## src/rtl/wb_uart_arb_pkg.sv

```systemverilog
// ---------------------------------------------------------------------------
// wb_uart_arb_pkg
// Shared types and constants for the two-master UART Wishbone arbiter.
//   arb_state_t            : arbiter FSM state encoding
//   GNT_NONE/GNT_M0/GNT_M1 : one-hot grant encodings driven on GRANT_o
//   DEFAULT_TIMEOUT_VALUE  : read data returned to a master on a bus timeout
// ---------------------------------------------------------------------------
package wb_uart_arb_pkg;

    typedef enum logic [1:0] {
        IDLE    = 2'd0,
        BUSY    = 2'd1,
        RELEASE = 2'd2
    } arb_state_t;

    localparam logic [1:0] GNT_NONE = 2'b00;
    localparam logic [1:0] GNT_M0   = 2'b01;
    localparam logic [1:0] GNT_M1   = 2'b10;

    localparam logic [15:0] DEFAULT_TIMEOUT_VALUE = 16'hBAD0;

endpackage : wb_uart_arb_pkg

```

## src/rtl/wb_arb_timeout_cntr.sv

```systemverilog
// ---------------------------------------------------------------------------
// wb_arb_timeout_cntr
// Counts cycles spent waiting for a slave acknowledge.
// Ports:
//   clk   : clock, rising edge
//   rst_n : asynchronous active-low reset
//   clr   : synchronous clear (has priority over en)
//   en    : count enable
//   tc    : terminal count, high while enabled at count == TIMEOUT_CYCLES-1
// ---------------------------------------------------------------------------
module wb_arb_timeout_cntr #(
    parameter int CNTR_WIDTH     = 7,
    parameter int TIMEOUT_CYCLES = 64
) (
    input  logic clk,
    input  logic rst_n,
    input  logic clr,
    input  logic en,
    output logic tc
);

    localparam logic [CNTR_WIDTH-1:0] TC_VALUE = CNTR_WIDTH'(TIMEOUT_CYCLES - 1);

    logic [CNTR_WIDTH-1:0] count;

    always_ff @(posedge clk or negedge rst_n) begin
        if (!rst_n) begin
            count <= '0;
        end else if (clr) begin
            count <= '0;
        end else if (en) begin
            count <= count + 1'b1;
        end
    end

    // Qualified by en so a stale count can never fire outside the wait window.
    assign tc = en && (count == TC_VALUE);

endmodule : wb_arb_timeout_cntr

```

## src/rtl/wb_uart_arbiter.sv

```systemverilog
// ---------------------------------------------------------------------------
// wb_uart_arbiter
// Round-robin arbiter sharing one UART_16550 Wishbone register port between
// the AHB bridge path (master 0) and a fabric traffic engine (master 1).
// One transfer at a time: IDLE -> BUSY -> RELEASE -> IDLE. A timeout stops a
// hung slave from stalling either master.
// Ports:
//   WBs_CLK_i, WBs_RST_N_i : clock and asynchronous active-low reset
//   Mx_ADR/CYC/STB/WE/DAT_i: master x request
//   Mx_DAT_o, Mx_ACK_o     : read data and acknowledge to master x
//   S_*_o / S_DAT_i/S_ACK_i: UART slave port
//   GRANT_o                : one-hot current grant, 00 when idle
//   TMO_FLAG_o, TMO_CLR_i  : sticky per-master timeout flags and their clear
// ---------------------------------------------------------------------------
module wb_uart_arbiter
    import wb_uart_arb_pkg::*;
#(
    parameter int                    ADRWIDTH       = 4,
    parameter int                    WDATAWIDTH     = 8,
    parameter int                    RDATAWIDTH     = 16,
    parameter int                    TIMEOUT_CYCLES = 64,
    parameter int                    CNTR_WIDTH     = 7,
    parameter logic [RDATAWIDTH-1:0] TIMEOUT_VALUE  = RDATAWIDTH'(DEFAULT_TIMEOUT_VALUE)
) (
    input  logic                  WBs_CLK_i,
    input  logic                  WBs_RST_N_i,

    input  logic [ADRWIDTH-1:0]   M0_ADR_i,
    input  logic                  M0_CYC_i,
    input  logic                  M0_STB_i,
    input  logic                  M0_WE_i,
    input  logic [WDATAWIDTH-1:0] M0_DAT_i,
    output logic [RDATAWIDTH-1:0] M0_DAT_o,
    output logic                  M0_ACK_o,

    input  logic [ADRWIDTH-1:0]   M1_ADR_i,
    input  logic                  M1_CYC_i,
    input  logic                  M1_STB_i,
    input  logic                  M1_WE_i,
    input  logic [WDATAWIDTH-1:0] M1_DAT_i,
    output logic [RDATAWIDTH-1:0] M1_DAT_o,
    output logic                  M1_ACK_o,

    output logic [ADRWIDTH-1:0]   S_ADR_o,
    output logic                  S_CYC_o,
    output logic                  S_STB_o,
    output logic                  S_WE_o,
    output logic [WDATAWIDTH-1:0] S_DAT_o,
    input  logic [RDATAWIDTH-1:0] S_DAT_i,
    input  logic                  S_ACK_i,

    output logic [1:0]            GRANT_o,
    output logic [1:0]            TMO_FLAG_o,
    input  logic                  TMO_CLR_i
);

    arb_state_t state;
    logic [1:0] grant;
    logic       rr;          // 0: master 0 wins a tie, 1: master 1 wins
    logic [1:0] tmo_flag;

    logic req0, req1, busy, tc, tmo, bus_exit;

    // Fields of the currently granted master; grant is one-hot in BUSY.
    logic                  g_cyc, g_stb, g_we;
    logic [ADRWIDTH-1:0]   g_adr;
    logic [WDATAWIDTH-1:0] g_dat;

    assign req0 = M0_CYC_i & M0_STB_i;
    assign req1 = M1_CYC_i & M1_STB_i;
    assign busy = (state == BUSY);

    assign g_cyc = grant[1] ? M1_CYC_i : M0_CYC_i;
    assign g_stb = grant[1] ? M1_STB_i : M0_STB_i;
    assign g_we  = grant[1] ? M1_WE_i  : M0_WE_i;
    assign g_adr = grant[1] ? M1_ADR_i : M0_ADR_i;
    assign g_dat = grant[1] ? M1_DAT_i : M0_DAT_i;

    // The counter holds at zero outside BUSY, so it starts from zero on every
    // entry to BUSY.
    wb_arb_timeout_cntr #(
        .CNTR_WIDTH     (CNTR_WIDTH),
        .TIMEOUT_CYCLES (TIMEOUT_CYCLES)
    ) u_tmo_cntr (
        .clk   (WBs_CLK_i),
        .rst_n (WBs_RST_N_i),
        .clr   (~busy),
        .en    (busy),
        .tc    (tc)
    );

    // A slave ACK on the terminal cycle wins over the timeout.
    assign tmo      = tc & ~S_ACK_i;
    assign bus_exit = busy & (S_ACK_i | tmo | ~g_cyc);

    always_ff @(posedge WBs_CLK_i or negedge WBs_RST_N_i) begin
        if (!WBs_RST_N_i) begin
            state <= IDLE;
            grant <= GNT_NONE;
            rr    <= 1'b0;
        end else begin
            case (state)
                IDLE: begin
                    if (req0 | req1) begin
                        state <= BUSY;
                        if (req0 && (!req1 || !rr)) begin
                            grant <= GNT_M0;
                        end else begin
                            grant <= GNT_M1;
                        end
                    end
                end
                BUSY: begin
                    if (bus_exit) begin
                        state <= RELEASE;
                        grant <= GNT_NONE;
                        // Favour the other master next time, whatever ended the transfer.
                        rr    <= ~grant[1];
                    end
                end
                RELEASE: begin
                    state <= IDLE;
                end
                default: begin
                    state <= IDLE;
                    grant <= GNT_NONE;
                end
            endcase
        end
    end

    // A new timeout beats a simultaneous clear.
    always_ff @(posedge WBs_CLK_i or negedge WBs_RST_N_i) begin
        if (!WBs_RST_N_i) begin
            tmo_flag <= 2'b00;
        end else begin
            tmo_flag <= (TMO_CLR_i ? 2'b00 : tmo_flag) | (tmo ? grant : 2'b00);
        end
    end

    // S_CYC_o is dropped on the timeout cycle to abandon the hung access;
    // S_STB_o stays a plain mux of the granted master.
    assign S_CYC_o = busy & g_cyc & ~tmo;
    assign S_STB_o = busy & g_stb;
    assign S_WE_o  = busy & g_we;
    assign S_ADR_o = busy ? g_adr : '0;
    assign S_DAT_o = busy ? g_dat : '0;

    assign M0_ACK_o = busy & grant[0] & (S_ACK_i | tmo);
    assign M1_ACK_o = busy & grant[1] & (S_ACK_i | tmo);
    assign M0_DAT_o = grant[0] ? (tmo ? TIMEOUT_VALUE : S_DAT_i) : '0;
    assign M1_DAT_o = grant[1] ? (tmo ? TIMEOUT_VALUE : S_DAT_i) : '0;

    assign GRANT_o    = grant;
    assign TMO_FLAG_o = tmo_flag;

endmodule : wb_uart_arbiter

```

## config.mk

```make
export PLATFORM = sky130hd
export DESIGN_NAME = wb_uart_arbiter
export DESIGN_NICKNAME = d
export VERILOG_FILES = /design/src/rtl/wb_uart_arb_pkg.sv /design/src/rtl/wb_arb_timeout_cntr.sv /design/src/rtl/wb_uart_arbiter.sv
export SDC_FILE = /design/constraint.sdc
export NUM_CORES = 1
export LEC_CHECK = 0
export CORE_ASPECT_RATIO = 1.1
export CORE_MARGIN = 10
export CORE_UTILIZATION = 30
export CTS_CLUSTER_DIAMETER = 100
export CTS_CLUSTER_SIZE = 8
export DETAILED_ROUTE_END_ITERATION = 10
export PLACE_DENSITY_LB_ADDON = 0.3
export SLEW_MARGIN = 10
export SYNTH_ARGS = -nofsm -noshare
export SYNTH_HDL_FRONTEND = slang
export SYNTH_HIERARCHICAL = 1
export SYNTH_SLANG_ARGS = --single-unit
```

## constraint.sdc

```tcl
create_clock -name WBs_CLK_i -period 3.7 [get_ports WBs_CLK_i]
set_input_delay 0.555 -clock WBs_CLK_i [delete_from_list [all_inputs] [get_ports WBs_CLK_i]]
set_output_delay 0.555 -clock WBs_CLK_i [all_outputs]
set_load 0.05 [all_outputs]
```

==> run summary <==
CTS
-------------------------------------------------------------------------------------
Post-cts sizing count ..................................................            0
Level count of the clock H-tree ........................................            1
Source-to-sink clock delay at the later pin of the worst-skew pair .....       240 ps
CTS tree ...............................................................          yes
Buffer cell driving the clock tree root ................................ sky130_fd_sc_hd__clkbuf_8
Setup Fix Bufs, Post-CTS ...............................................            0
Clock Path Buffers .....................................................            2
Clock-pin slew of the registers on the worst-case setup and hold paths .        50 ps
Number of hold buffers added after cts .................................            0
Num CTS Buffers ........................................................            3
Total number of clock tree sinks .......................................           14

CELLS AND AREA
-------------------------------------------------------------------------------------
Net count reported at finish ...........................................          301
Fraction of final layout cells with drive strength greater than 1 ......        17.7%
N_diodes ...............................................................            0
Area grow syn2layout ...................................................         104%
Count of placed standard cells in the final layout, fillers left out ...          298

CRITICAL PATH
-------------------------------------------------------------------------------------
CP arrival .............................................................      2740 ps
Endpoint of the worst register-to-register path ........................ rr$_DFFE_PN0P_
Critical path startpoint category ......................................     register
Worst setup slack for register-to-register paths .......................      1700 ps
Worst-path maximum fanout ..............................................           10
Depth of the worst register-to-register path ...........................            8
Required time of the worst setup path ..................................      3140 ps
Element type at the critical path end .................................. primary output
Worst R2R Start ........................................................ state[1]$_DFFE_PN0P_
Worst Setup Path Type .................................................. register to primary output

GRT
-------------------------------------------------------------------------------------
Global-route wire length before repair .................................      7.59 mm
Global routing usage on met3 ...........................................        4.85%
Met1 capacity usage during global routing ..............................        15.7%
Met2 layer usage reported by global route ..............................        23.8%
Maximum number of pins on one net before global-route repair ...........           26
Number of global-route vias before repair ..............................         1367
Number of antenna violations at the first check in global routing ......            0
Global-route usage over all layers .....................................        13.7%
Global route hottest layer .............................................         met2
Total congestion overflow after global routing .........................            0

ROUTING
-------------------------------------------------------------------------------------
Post-DR wirelength/cell ................................................      16.5 µm
Remaining design rule violation count ..................................            0
Total wire length after detailed routing ...............................      4.93 mm
Post-DRT Antenna Nets ..................................................            0
Number of vias after detailed routing ..................................         1431
Via density ............................................................         4.80
Initial DRT Pass Iterations ............................................            4
Drt initial violations .................................................           36

TIMING
-------------------------------------------------------------------------------------
Slew at the pin closest to its max-slew limit ..........................       784 ps
Final number of max-transition violations ..............................            0
Minimum setup slack in the final design ................................       408 ps
Final critical delay including setup and external delays ...............      3290 ps
Highest clock rate .....................................................    0.304 GHz
Share of the cycle needed by the critical path after routing ...........        89.0%
Worst max-slew margin expressed relative to the limit ..................        47.7%
Setup TNS after final layout ...........................................         0 ps
Total setup violations reported at the end of the flow .................            0
Final Hold Fails .......................................................            0
Clk_skew ...............................................................      4.71 ps
RSZ-0062 raised after global routing ...................................           no

DIE
-------------------------------------------------------------------------------------
Number of rows in the core area ........................................           23
Die area ...............................................................     6780 µm²
Chip Height ............................................................      85.4 µm
Placeable core region ..................................................     3680 µm²
Starting Density .......................................................        31.6%
Ports ..................................................................          103
Width of the die .......................................................      79.4 µm

PWR
-------------------------------------------------------------------------------------
Static Leak ............................................................      1.05 nW
Total power divided by cell area .......................................   744 nW/µm²
Part of the total power dissipated in the clock network ................         6.6%
Switching Fraction .....................................................        55.8%
Sequential share of power ..............................................        14.6%
Int Power ..............................................................     0.781 mW
Logic gate share of total power ........................................        78.8%
Net switching power ....................................................     0.988 mW
Worst vdd ir ...........................................................   0.000445 V

SYNTH
-------------------------------------------------------------------------------------
Number of nets in the synthesized netlist ..............................          202
FFs w/ async S/R, synth ................................................         100%
Cell types with the highest counts after synthesis ..................... sky130_fd_sc_hd__nor2_1, sky130_fd_sc_hd__and3_1, sky130_fd_sc_hd__mux2i_1
Synth area leaders ..................................................... sky130_fd_sc_hd__dfrtp_1, sky130_fd_sc_hd__nor2_1, sky130_fd_sc_hd__mux2i_1, sky130_fd_sc_hd__and3_1, sky130_fd_sc_hd__inv_1
Distinct cell type count of the synthesized netlist ....................           33
Register area share after synthesis ....................................        30.1%
Fraction of synthesized cell area taken by the top area cell type ......        30.1%
Most frequent cell after synthesis ..................................... sky130_fd_sc_hd__nor2_1
Number of synthesized flops with an enable pin .........................            0
Instance count of the mapped netlist ...................................          151
Synthesis warning total ................................................            6
Synthesized area per cell ..............................................     7.71 µm²
Primary flip-flop cell chosen by synthesis mapping ..................... sky130_fd_sc_hd__dfrtp_1
Cell type contributing the most total cell area after synthesis ........ sky130_fd_sc_hd__dfrtp_1
Area of the mapped netlist .............................................     1160 µm²
Register bit total from synthesis ......................................           14

PLACE
-------------------------------------------------------------------------------------
Pre-CTS WS .............................................................       644 ps
Number of cells after detailed placement ...............................          295
Final HPWL from detailed placement .....................................      4.23 mm
Buffers added on ports .................................................          102
Routability congestion estimate from global placement ..................        0.803

HOLD PATH
-------------------------------------------------------------------------------------
Classification of the worst-slack hold path ............................ register to register
Hold wc startpoint ..................................................... state[1]$_DFFE_PN0P_
Hold path depth ........................................................            1
Hold endpoint .......................................................... state[0]$_DFFE_PN0P_

JOB
-------------------------------------------------------------------------------------
Max-cap violation count ................................................            0

RUN STATUS
-------------------------------------------------------------------------------------
Outcome ................................................................ finished, final reports clean

power groups by stage:
stage / clock network [mW] / registers (mW) / logic [mW]
2_1_floorplan: 0 / 0.252 / 0.894
3_3_place_gp: 0 / 0.258 / 1.40
3_5_place_dp: 0 / 0.260 / 1.41
4_1_cts: 0.122 / 0.257 / 1.41
5_1_grt: 0.126 / 0.265 / 1.47
6_report: 0.117 / 0.258 / 1.39
registers in the layout, indices dropped and copies added (netlist names):
signal            count
GRANT_o               2
TMO_FLAG_o            2
rr                    1
state                 2
u_tmo_cntr/count      7
through the flow:
| step | hold slack (ps) | cell area, µm² | power [mW] | utilization [%] |
|---|---|---|---|---|
| floorplan | 259 | 1160 | 1.15 | - |
| global placement | 459 | 2340 | 1.66 | 63.4 |
| detailed placement | 472 | 2340 | 1.67 | 63.4 |
| CTS | 483 | 2380 | 1.79 | 64.5 |
| global route | 489 | 2380 | 1.86 | 64.5 |
| finish | 478 | 2380 | 1.77 | 64.5 |
how the worst max path moves through the flow:
| stage | to | slack, ps | start | depth (start not counted) |
|---|---|---|---|---|
| floorplan | M0_ACK_o | 640 | state[1]$_DFFE_PN0P_ | 8 |
| global placement | M1_DAT_o[12] | 730 | state[1]$_DFFE_PN0P_ | 9 |
| detailed placement | M0_DAT_o[9] | 640 | state[1]$_DFFE_PN0P_ | 9 |
| CTS | M0_DAT_o[9] | 380 | state[1]$_DFFE_PN0P_ | 9 |
| global route | M0_DAT_o[9] | 150 | state[1]$_DFFE_PN0P_ | 9 |
| finish | M0_DAT_o[9] | 410 | state[1]$_DFFE_PN0P_ | 9 |
per-layer routing:
| metal | part of all wire, % | vias up |
|---|---|---|
| met5 | 0 | - |
| met4 | 0.45 | 0 |
| met3 | 8.1 | 2 |
| met2 | 49 | 64 |
| met1 | 42 | 655 |
| li1 | - | 710 |
worst max-delay path, stage by stage (launching register included):
cell                       delay, ps
sky130_fd_sc_hd__dfrtp_1         400
sky130_fd_sc_hd__nand2b_1        170
sky130_fd_sc_hd__inv_1           270
sky130_fd_sc_hd__nand3_1         140
sky130_fd_sc_hd__or3_1           380
sky130_fd_sc_hd__inv_1           120
sky130_fd_sc_hd__nor2b_1         500
sky130_fd_sc_hd__nor2_1          120
sky130_fd_sc_hd__nor2_1          210
sky130_fd_sc_hd__buf_12          170
cell families after synthesis:
logic type,share of synthesized area (%)
AO/OA/AOI/OAI,8.70
XOR/XNOR,3.01
adder cells (fa/ha/maj),1.07
buffers and inverters,7.84
flip-flops,30.1
multiplexers,13.7
AND/OR/NAND/NOR,35.6
layout make-up:
| type | count | area, µm² |
|---|---|---|
| fillers | 348 | 1310 |
| inverters | 7 | 26.3 |
| well taps | 50 | 62.6 |
| flip-flops and latches | 14 | 350 |
| clock buffers | 3 | 41.3 |
| repair buffers | 104 | 1170 |
| multi-input cells | 120 | 723 |
layout by cell type, fill, tap and decap left out:
cell                              netlist  final
sky130_fd_sc_hd__nor2_1                45     45
sky130_fd_sc_hd__o21bai_1               1      1
sky130_fd_sc_hd__nor2b_1                2      2
sky130_fd_sc_hd__or3_1                  2      2
sky130_fd_sc_hd__mux2i_1               16     16
sky130_fd_sc_hd__and2_1                 1      1
sky130_fd_sc_hd__a21oi_1                4      4
sky130_fd_sc_hd__o22ai_1                3      3
sky130_fd_sc_hd__nand2b_4               1      1
sky130_fd_sc_hd__o21ai_1                2      2
sky130_fd_sc_hd__nand2b_1               1      1
sky130_fd_sc_hd__or3b_1                 1      1
sky130_fd_sc_hd__nand4_2                1      1
sky130_fd_sc_hd__nand2_1                4      4
sky130_fd_sc_hd__ha_1                   1      1
sky130_fd_sc_hd__o2111ai_1              1      1
sky130_fd_sc_hd__inv_1                  7      7
sky130_fd_sc_hd__nand2b_2               1      1
sky130_fd_sc_hd__nand4_1                3      3
sky130_fd_sc_hd__dfrtp_1               14     14
sky130_fd_sc_hd__clkdlybuf4s50_1        0     67
sky130_fd_sc_hd__o221ai_1               1      1
sky130_fd_sc_hd__nand3_1                3      3
sky130_fd_sc_hd__clkbuf_8               0      3
sky130_fd_sc_hd__buf_4                  2     19
sky130_fd_sc_hd__and3_1                16     16
sky130_fd_sc_hd__xor2_1                 3      3
sky130_fd_sc_hd__xnor2_1                1      1
sky130_fd_sc_hd__a22oi_1                1      1
sky130_fd_sc_hd__a211oi_2               1      1
sky130_fd_sc_hd__nor3_1                 3      3
sky130_fd_sc_hd__buf_12                 0     18
sky130_fd_sc_hd__o211ai_1               1      1
No activity file was read; power rests on OpenSTA's default activity.
